`src/rtl/usb_crc_engine_pkg.sv`:
```
// Shared constants, packet/state types and the per-byte bit budget for the USB CRC engine.
package usb_crc_engine_pkg;

   localparam logic [4:0]  CRC5_POLY  = 5'h05;
   localparam logic [4:0]  CRC5_INIT  = 5'h1F;
   localparam logic [15:0] CRC16_POLY = 16'h8005;
   localparam logic [15:0] CRC16_INIT = 16'hFFFF;

   localparam logic [2:0] SEL_CRC5  = 3'b001;
   localparam logic [2:0] SEL_CRC16 = 3'b010;
   localparam logic [2:0] SEL_NONE  = 3'b100;

   typedef enum logic [1:0] {
      PKT_TOKEN = 2'b00,
      PKT_DATA  = 2'b01,
      PKT_HS    = 2'b10,
      PKT_RSVD  = 2'b11
   } pkt_type_e;

   typedef enum logic [1:0] {
      ST_IDLE  = 2'b00,
      ST_LOAD  = 2'b01,
      ST_SHIFT = 2'b10,
      ST_DONE  = 2'b11
   } state_e;

   // Tokens carry 11 hashed bits: all of byte 0, then endp[3:1] from byte 1.
   function automatic logic [3:0] nbits_for(input pkt_type_e t, input logic [1:0] tok_cnt);
      case (t)
         PKT_DATA:  return 4'd8;
         PKT_TOKEN: return (tok_cnt == 2'd0) ? 4'd8 : (tok_cnt == 2'd1) ? 4'd3 : 4'd0;
         default:   return 4'd0;
      endcase
   endfunction

endpackage

```
`src/rtl/usb_crc_lfsr.sv`:
```
// One-bit combinational step of a Galois-style CRC register, MSB-side feedback.
module usb_crc_lfsr #(
   parameter int           W    = 5,
   parameter logic [W-1:0] POLY = '0
) (
   input  logic [W-1:0] crc_cur,
   input  logic         din,
   output logic [W-1:0] crc_next
);

   logic fb;

   assign fb       = din ^ crc_cur[W-1];
   assign crc_next = {crc_cur[W-2:0], 1'b0} ^ (fb ? POLY : '0);

endmodule

```
`src/rtl/usb_crc_engine.sv`:
```
// Bit-serial CRC5/CRC16 generator for USB token and data packets, feeding crc_mux.
module usb_crc_engine
   import usb_crc_engine_pkg::*;
(
   input  logic        clk,
   input  logic        rst,
   input  logic        start_i,
   input  logic [1:0]  pkt_type_i,
   input  logic [7:0]  data_i,
   input  logic        data_valid_i,
   output logic        data_ready_o,
   input  logic        end_i,
   output logic [4:0]  crc5_o,
   output logic [15:0] crc16_o,
   output logic [2:0]  sel_o,
   output logic        crc_valid_o,
   output logic        busy_o,
   output logic        err_o
);

   state_e     state, state_nxt;
   pkt_type_e  pkt_q;
   logic [3:0] bit_cnt;
   logic [7:0] sreg;
   logic [1:0] tok_cnt;
   logic       end_pend;
   logic [4:0] c5, c5_nxt, c5_fin;
   logic [15:0] c16, c16_nxt, c16_fin;
   logic [3:0] nbits;
   logic       accept;

   usb_crc_lfsr #(.W(5),  .POLY(CRC5_POLY))  u_lfsr5  (.crc_cur(c5),  .din(sreg[0]), .crc_next(c5_nxt));
   usb_crc_lfsr #(.W(16), .POLY(CRC16_POLY)) u_lfsr16 (.crc_cur(c16), .din(sreg[0]), .crc_next(c16_nxt));

   assign data_ready_o = (state == ST_LOAD) && !end_pend;
   assign accept       = data_valid_i && data_ready_o;
   assign nbits        = nbits_for(pkt_q, tok_cnt);
   assign busy_o       = (state != ST_IDLE);

   // Wire order is crc[0] first, so the complemented register goes out bit-reversed.
   always_comb begin
      c5_fin  = '0;
      c16_fin = '0;
      for (int i = 0; i < 5; i++)  c5_fin[i]  = ~c5[4-i];
      for (int i = 0; i < 16; i++) c16_fin[i] = ~c16[15-i];
   end

   always_comb begin
      state_nxt = state;
      case (state)
         ST_LOAD: begin
            if (accept) begin
               if (nbits != 4'd0) state_nxt = ST_SHIFT;
               else if (end_i)    state_nxt = ST_DONE;
            end else if (end_i) begin
               state_nxt = ST_DONE;
            end
         end
         ST_SHIFT: if (bit_cnt == 4'd1) state_nxt = (end_pend || end_i) ? ST_DONE : ST_LOAD;
         ST_DONE:  state_nxt = ST_IDLE;
         default:  state_nxt = state;
      endcase
      // A new start always wins; start with end is an empty packet.
      if (start_i) state_nxt = end_i ? ST_DONE : ST_LOAD;
   end

   always_ff @(posedge clk) begin
      if (rst) begin
         state       <= ST_IDLE;
         pkt_q       <= PKT_HS;
         bit_cnt     <= '0;
         sreg        <= '0;
         tok_cnt     <= '0;
         end_pend    <= 1'b0;
         c5          <= CRC5_INIT;
         c16         <= CRC16_INIT;
         crc5_o      <= '0;
         crc16_o     <= '0;
         sel_o       <= SEL_NONE;
         crc_valid_o <= 1'b0;
         err_o       <= 1'b0;
      end else begin
         state       <= state_nxt;
         crc_valid_o <= 1'b0;
         if (start_i) begin
            pkt_q    <= pkt_type_e'(pkt_type_i);
            c5       <= CRC5_INIT;
            c16      <= CRC16_INIT;
            tok_cnt  <= '0;
            bit_cnt  <= '0;
            end_pend <= 1'b0;
            err_o    <= 1'b0;
         end else begin
            case (state)
               ST_LOAD: begin
                  if (accept) begin
                     sreg     <= data_i;
                     bit_cnt  <= nbits;
                     end_pend <= end_i;
                     if (pkt_q == PKT_TOKEN) begin
                        if (tok_cnt == 2'd2) err_o <= 1'b1;
                        else                 tok_cnt <= tok_cnt + 2'd1;
                     end
                  end
               end
               ST_SHIFT: begin
                  sreg    <= {1'b0, sreg[7:1]};
                  bit_cnt <= bit_cnt - 4'd1;
                  if (end_i) end_pend <= 1'b1;
                  if (pkt_q == PKT_TOKEN) c5  <= c5_nxt;
                  if (pkt_q == PKT_DATA)  c16 <= c16_nxt;
               end
               ST_DONE: begin
                  end_pend    <= 1'b0;
                  crc_valid_o <= 1'b1;
                  case (pkt_q)
                     PKT_TOKEN: begin crc5_o <= c5_fin; crc16_o <= '0;      sel_o <= SEL_CRC5;  end
                     PKT_DATA:  begin crc5_o <= '0;     crc16_o <= c16_fin; sel_o <= SEL_CRC16; end
                     default:   begin crc5_o <= '0;     crc16_o <= '0;      sel_o <= SEL_NONE;  end
                  endcase
               end
               default: ;
            endcase
         end
      end
   end

endmodule

```
`config.mk`:
```
export PLATFORM = sky130hd
export DESIGN_NAME = usb_crc_engine
export DESIGN_NICKNAME = d
export VERILOG_FILES = /design/src/rtl/usb_crc_engine_pkg.sv /design/src/rtl/usb_crc_lfsr.sv /design/src/rtl/usb_crc_engine.sv
export SDC_FILE = /design/constraint.sdc
export NUM_CORES = 1
export LEC_CHECK = 0
export ABC_AREA = 1
export CAP_MARGIN = 40
export CORE_MARGIN = 4
export CORE_UTILIZATION = 55
export DETAILED_ROUTE_END_ITERATION = 12
export DONT_BUFFER_PORTS = 1
export GPL_TIMING_DRIVEN = 0
export PLACE_DENSITY = 0.77
export SYNTH_ARGS = -nofsm -noshare
export SYNTH_HDL_FRONTEND = slang
export SYNTH_SLANG_ARGS = --single-unit
```
`constraint.sdc`:
```
create_clock -name clk -period 1.5 [get_ports clk]
set_input_delay 0.225 -clock clk [delete_from_list [all_inputs] [get_ports clk]]
set_output_delay 0.225 -clock clk [all_outputs]
set_load 0.01 [all_outputs]
```
After elaboration in Yosys (flattened, before gate mapping):

Index checks and enable logic that the tools add are counted.

* $add $sub $neg: 2
* equal/unequal tests: 10
* mux-type cells: 24
* bitwise operators: 27
* reduce and logical (&&, ||, !) cells: 21

Operators with widths (number)
* $mux W16: 2
* $not A1 Y1: 23
* $mux W2: 8
* $pmux W4 S2: 2
* $pmux W8 S2: 1
* $xor A16 B16 Y16: 1
* $reduce_and A2 Y1: 5
* $mux W4: 2
* $mux W8: 1
* $reduce_and A4 Y1: 2
* $reduce_bool A4 Y1: 2
* $eq A2 B1 Y1 const B: 3
* $eq A2 B2 Y1 const B: 3
* $pmux W2 S3: 1
* $pmux W3 S2: 1
* $reduce_and A3 Y1: 2
* $mux W5: 1
* $xor A5 B5 Y5: 1
* $eq A4 B1 Y1 const B: 1
* $logic_not A2 Y1: 2
* $ne A2 B2 Y1 const B: 2
* $reduce_bool A2 Y1: 2
* $sub A4 B1 Y4 const B: 1
* $mux W1: 3
* 10 further kinds: 12

* bits in registers: 66
* bits of input ports: 15
* output and inout bits: 28
* word-level logic and storage cells: 97

Longest topological paths before layout:

* depth in word-level cells: 9
* mapped depth: 8
* depth with buffers taken out: 8

By module:

A second synthesis with hierarchy kept.

* cell total of the unflattened synthesis: 403
* area, all modules: 2987.9 um^2

Modules (own cells, without submodules)
* usb_crc_engine: instances 1, cells each 359, area each 2747.6 um^2, seq. area each 1321.3 um^2
* usb_crc_lfsr at u_lfsr16: instances 1, cells each 29, area each 166.4 um^2, seq. area each 0.0 um^2
* usb_crc_lfsr at u_lfsr5: instances 1, cells each 15, area each 73.8 um^2, seq. area each 0.0 um^2

Worst setup path after synthesis:

Ideal clock, no wire load.

* kind: reg-to-reg
* from: register state[0]
* to: register c16[14]
* setup time: 0.119 ns
* data arrival time: 1.082 ns
* required time: 1.381 ns
* path slack: 0.299 ns
* stages on the path, launching flop included: 8
* buffers on the path: 1
* period minus slack after synthesis: 1.201 ns
* path through: dfxtp_1 inv_2 nand2_8 nor2_8 inv_4 buf_6 a21oi_1 o21ai_1

* longest elaborated chain between the ends: 2

RTL lines
* from (decl): RTL line usb_crc_engine.sv:21 `state_e state, state_nxt;`
* from (signal assigned): RTL line usb_crc_engine.sv:83 `state <= state_nxt;`
* $eq A2 B2 Y1: RTL line usb_crc_engine.sv:94 `case (state)`
* $reduce_and A2 Y1 (no line)
* to (signal assigned): RTL line usb_crc_engine.sv:111 `if (pkt_q == PKT_DATA) c16 <= c16_nxt;`
* to (decl): RTL line usb_crc_engine.sv:28 `logic [15:0] c16, c16_nxt, c16_fin;`

No other way between the ends.
A chain may end at the register's enable or synchronous reset.

Worst setup path after layout:

* from: register state[0]
* to: register c16[2]

Same word-level chain as after synthesis.

==> impl_results.md <==
- Result of the run: complete, no violations
- Netlist cell types: 30
- Final period util: 91.7%
- Post-route antenna net violation count: 0
- Length of the first detailed-routing pass in iterations: 5
- Adder-cell share of the synthesized area: under 10%
- Total Nets Final: between 300 and 400
- Final design instance area without fill: 0.00311 mm^2
- Setup repair after global routing missed its margin: false
- Seq/Total Area, Yosys: 47.2%
- Number of setup buffers added after CTS: 0
- Type of destination of the critical path: flip-flop
- Overflow left after global routing: 0
- EDFF count, synth: 0
- Synth-to-Final Area Change: 11.2%
- Number of max-slew violations in the final report: 0
- Worst Path Required: 1.73 ns
- Reg clk slew, reported paths: 0.07 ns
- Post-Route Utilization: 64.6%
- Pin count of the biggest net entering global routing: 12
- Post-CTS Hold Buffers: 0
- Final worst slack: 0.125 ns
- Most used flip-flop cell after synthesis: dfxtp_1
- Largest voltage drop on the vdd net: 625 uV
- Initial Utilization: 58.2%
- Hold path depth: 1
- Synthesized-area fraction occupied by xor and xnor cells: 1.25%
- Cell with the most instances after synthesis: nand2_1
- Number of cell rows: 25
- Number of buffers inserted by port buffering: 0
- Worst setup startpoint: state[0]$_SDFFE_PP0P_
- Yosys warning total: 0
- Setup tns final: 0 ns
- DRC marker count from the first detailed-route iteration: approximately 150
- Number of failing hold endpoints at the final stage: 0
- Critical path startpoint category: flip-flop
- Worst setup slack after placement: roughly 0.036 ns
- Area fraction of the dominant cell type after synthesis: 47.2%
- Critical R2R Launch: state[0]$_SDFFE_PP0P_
- Die area: 0.00630 mm^2
- Slack of the worst reg-to-reg path: 0.12 ns
- Max-cap violations: 0
- Achievable frequency: 727 MHz
- Max Clock Skew: 0.00833 ns
- Hold path start: start_i
- Power Density: 1210 mW/mm^2
- Leading cell types by total area after synthesis: dfxtp_1 (47%), nand2_1 (13%), a21oi_1 (7.1%)
- Inserted Diodes: 0
- Die outline width: 79.4 um
- Mean area per synthesized cell: ~7.6 um^2
- Post-Synth Simple-Gate Area: 25.0%
- Worst hold path type: primary input to flip-flop
- Top metal layer carrying routed signals: met4
- Smallest hold slack: ~0.019 ns
- Setup violations, final: 0
- Met1 wire length: 2.84 mm
- Max H-tree Level: 3
- Worst EP arrival: 1.61 ns
- Worst setup path category: flip-flop to flip-flop
- Worst reg2reg path depth: 7
- Lkg Pwr: 1.35 nW
- Post-synthesis mux area share: 0%
- Metal3 WL: 444 um
- Hold path endpoint: pkt_q[1]$_SDFFE_PP1P_
- Antenna violations before repair: 0
- Clock period minus worst slack: approximately 1.4 ns
- Vias post-DR: 2374
- Actual slew at the worst max-slew pin: 0.626 ns
- Main combinational cell family by area after synthesis: simple AND/OR/NAND/NOR gates
- Post-synth ARST share: 0%
- Cell at the root of the clock tree: clkbuf_8
- Final routed wirelength across all metal layers: 6.13 mm
- Die Y: 79.4 um
- Core area: 0.00482 mm^2
- Post-DR vias/cell: between 5 and 6
- CP max FO: 10
- Library cell with the largest summed area after synthesis: dfxtp_1
- Crit Reg-Reg Endpoint: c16[2]$_SDFFE_PP1P_
- Final RePlAce weighted congestion: ~0.84
- Clock buffer depth: 2
- Met2 WL: 2.72 mm
- TritonCTS Sinks: 66
- First-pass GRT wire length: roughly 10 mm
- Placed instance area: 0.00289 mm^2
- DRC violation count after routing: 0
- Rel. slew slack: 58.3%
- Netlist area before placement: approximately 0.0028 mm^2
- Fraction of final layout cells with drive strength greater than 1: between 10% and 20%
- Final HPWL from detailed placement: 4.30 mm
- Insertion delay of the later-clocked pin in the worst-skew pair: 0.34 ns
- Cts bufs inserted: 9
- Mapped Nets: 387
- Number of instances in the synthesized netlist: 367
- Ranking of synthesized cells by instance count: nand2_1 (100), dfxtp_1 (66), a21oi_1 (40), inv_1 (34), nor2_1 (25)
- Complex-gate fraction of the synthesized area: 15.6%
- Number of register bits inferred by synthesis: 66
- Number of global-route vias before repair: 2210
- Routed WL per cell: 13.6 um
- Fillcell total: 426
- Boundary Pins: 43
- Total track usage: between 20% and 30%
- Clock tree from TritonCTS: built
- Number of gates resized after cts: 0
metrics by stage:
stage	std cells	power, W
finish	450	0.00377
global route	450	0.00391
CTS	450	0.00380
detailed placement	434	0.00212
global placement	434	0.00212
floorplan	367	0.00206
cells by family after synthesis:
family	after synthesis
flops	66
buf+inv	55
compound gates	78
xor+xnor	4
simple gates	159
fa+ha+maj	5
area by class of cell:
class	count	area, um^2	area share [%]
tap	67	83.8	2.69
sequential	66	1320	42.4
buffer	15	92.6	2.97
multi-input combinational	246	1230	39.7
clock inverter	4	73.8	2.37
clock buffer	12	155	4.98
inverter	40	153	4.90
registers in the layout, summed over array words and instances, names as in the netlist, 2 cells and up:
signal	flops
c16	16
crc16_o	16
sreg	8
c5	5
crc5_o	5
bit_cnt	4
sel_o	3
pkt_q	2
state	2
tok_cnt	2
cells in the final DEF, fill, tap and decap left out, drive strengths merged:
master | netlist | routed
xor2 | 4 | 4
inv | 40 | 40
clkbuf | 3 | 15
nor3 | 2 | 2
clkinv | 0 | 2
o211ai | 9 | 9
o31ai | 1 | 1
a31oi | 1 | 1
bufinv | 0 | 2
nor2 | 32 | 32
nand2 | 103 | 103
or2 | 1 | 1
dfxtp | 66 | 66
o21a | 5 | 5
o21ai | 19 | 19
ha | 5 | 5
nand4 | 2 | 2
buf | 12 | 12
a22oi | 3 | 3
nand3 | 19 | 19
a21oi | 40 | 40
layer usage:
metal  GRT usage (%)  vias up
met4            8.93        0
met5               0        -
met3            7.34       13
li1                -     1200
met1            27.7     1088
met2            33.0       73
worst max-delay path, stage by stage (launching register included):
cell	delay (ns)
dfxtp_1	0.37
inv_2	0.16
nand2_8	0.12
nor2_8	0.20
inv_4	0.07
buf_6	0.14
a21oi_1	0.14
nand2_1	0.07
worst max path at each step:
| stage | to | cells after the start |
|---|---|---|
| 6_report | c16[2]$_SDFFE_PP1P_ | 7 |
| 5_1_grt | tok_cnt[0]$_SDFFE_PP0P_ | 7 |
| 4_1_cts | data_ready_o | 4 |
| 3_5_place_dp | c16[4]$_SDFFE_PP1P_ | 6 |
| 3_3_place_gp | c5[4]$_SDFFE_PP1P_ | 6 |
| 2_1_floorplan | c16[14]$_SDFFE_PP1P_ | 7 |
report_power, final:
| part | switching, W | leakage (nW) | total (W) | internal, W |
|---|---|---|---|---|
| logic | 0.000196 | 0.696 | 0.000281 | 0.0000850 |
| clock network | 0.000661 | 0.117 | 0.00169 | 0.00103 |
| registers | 0.0000211 | 0.534 | 0.00180 | 0.00178 |
| total | 0.000878 | 1.35 | 0.00377 | 0.00289 |
(Power assumes the default switching activity.)
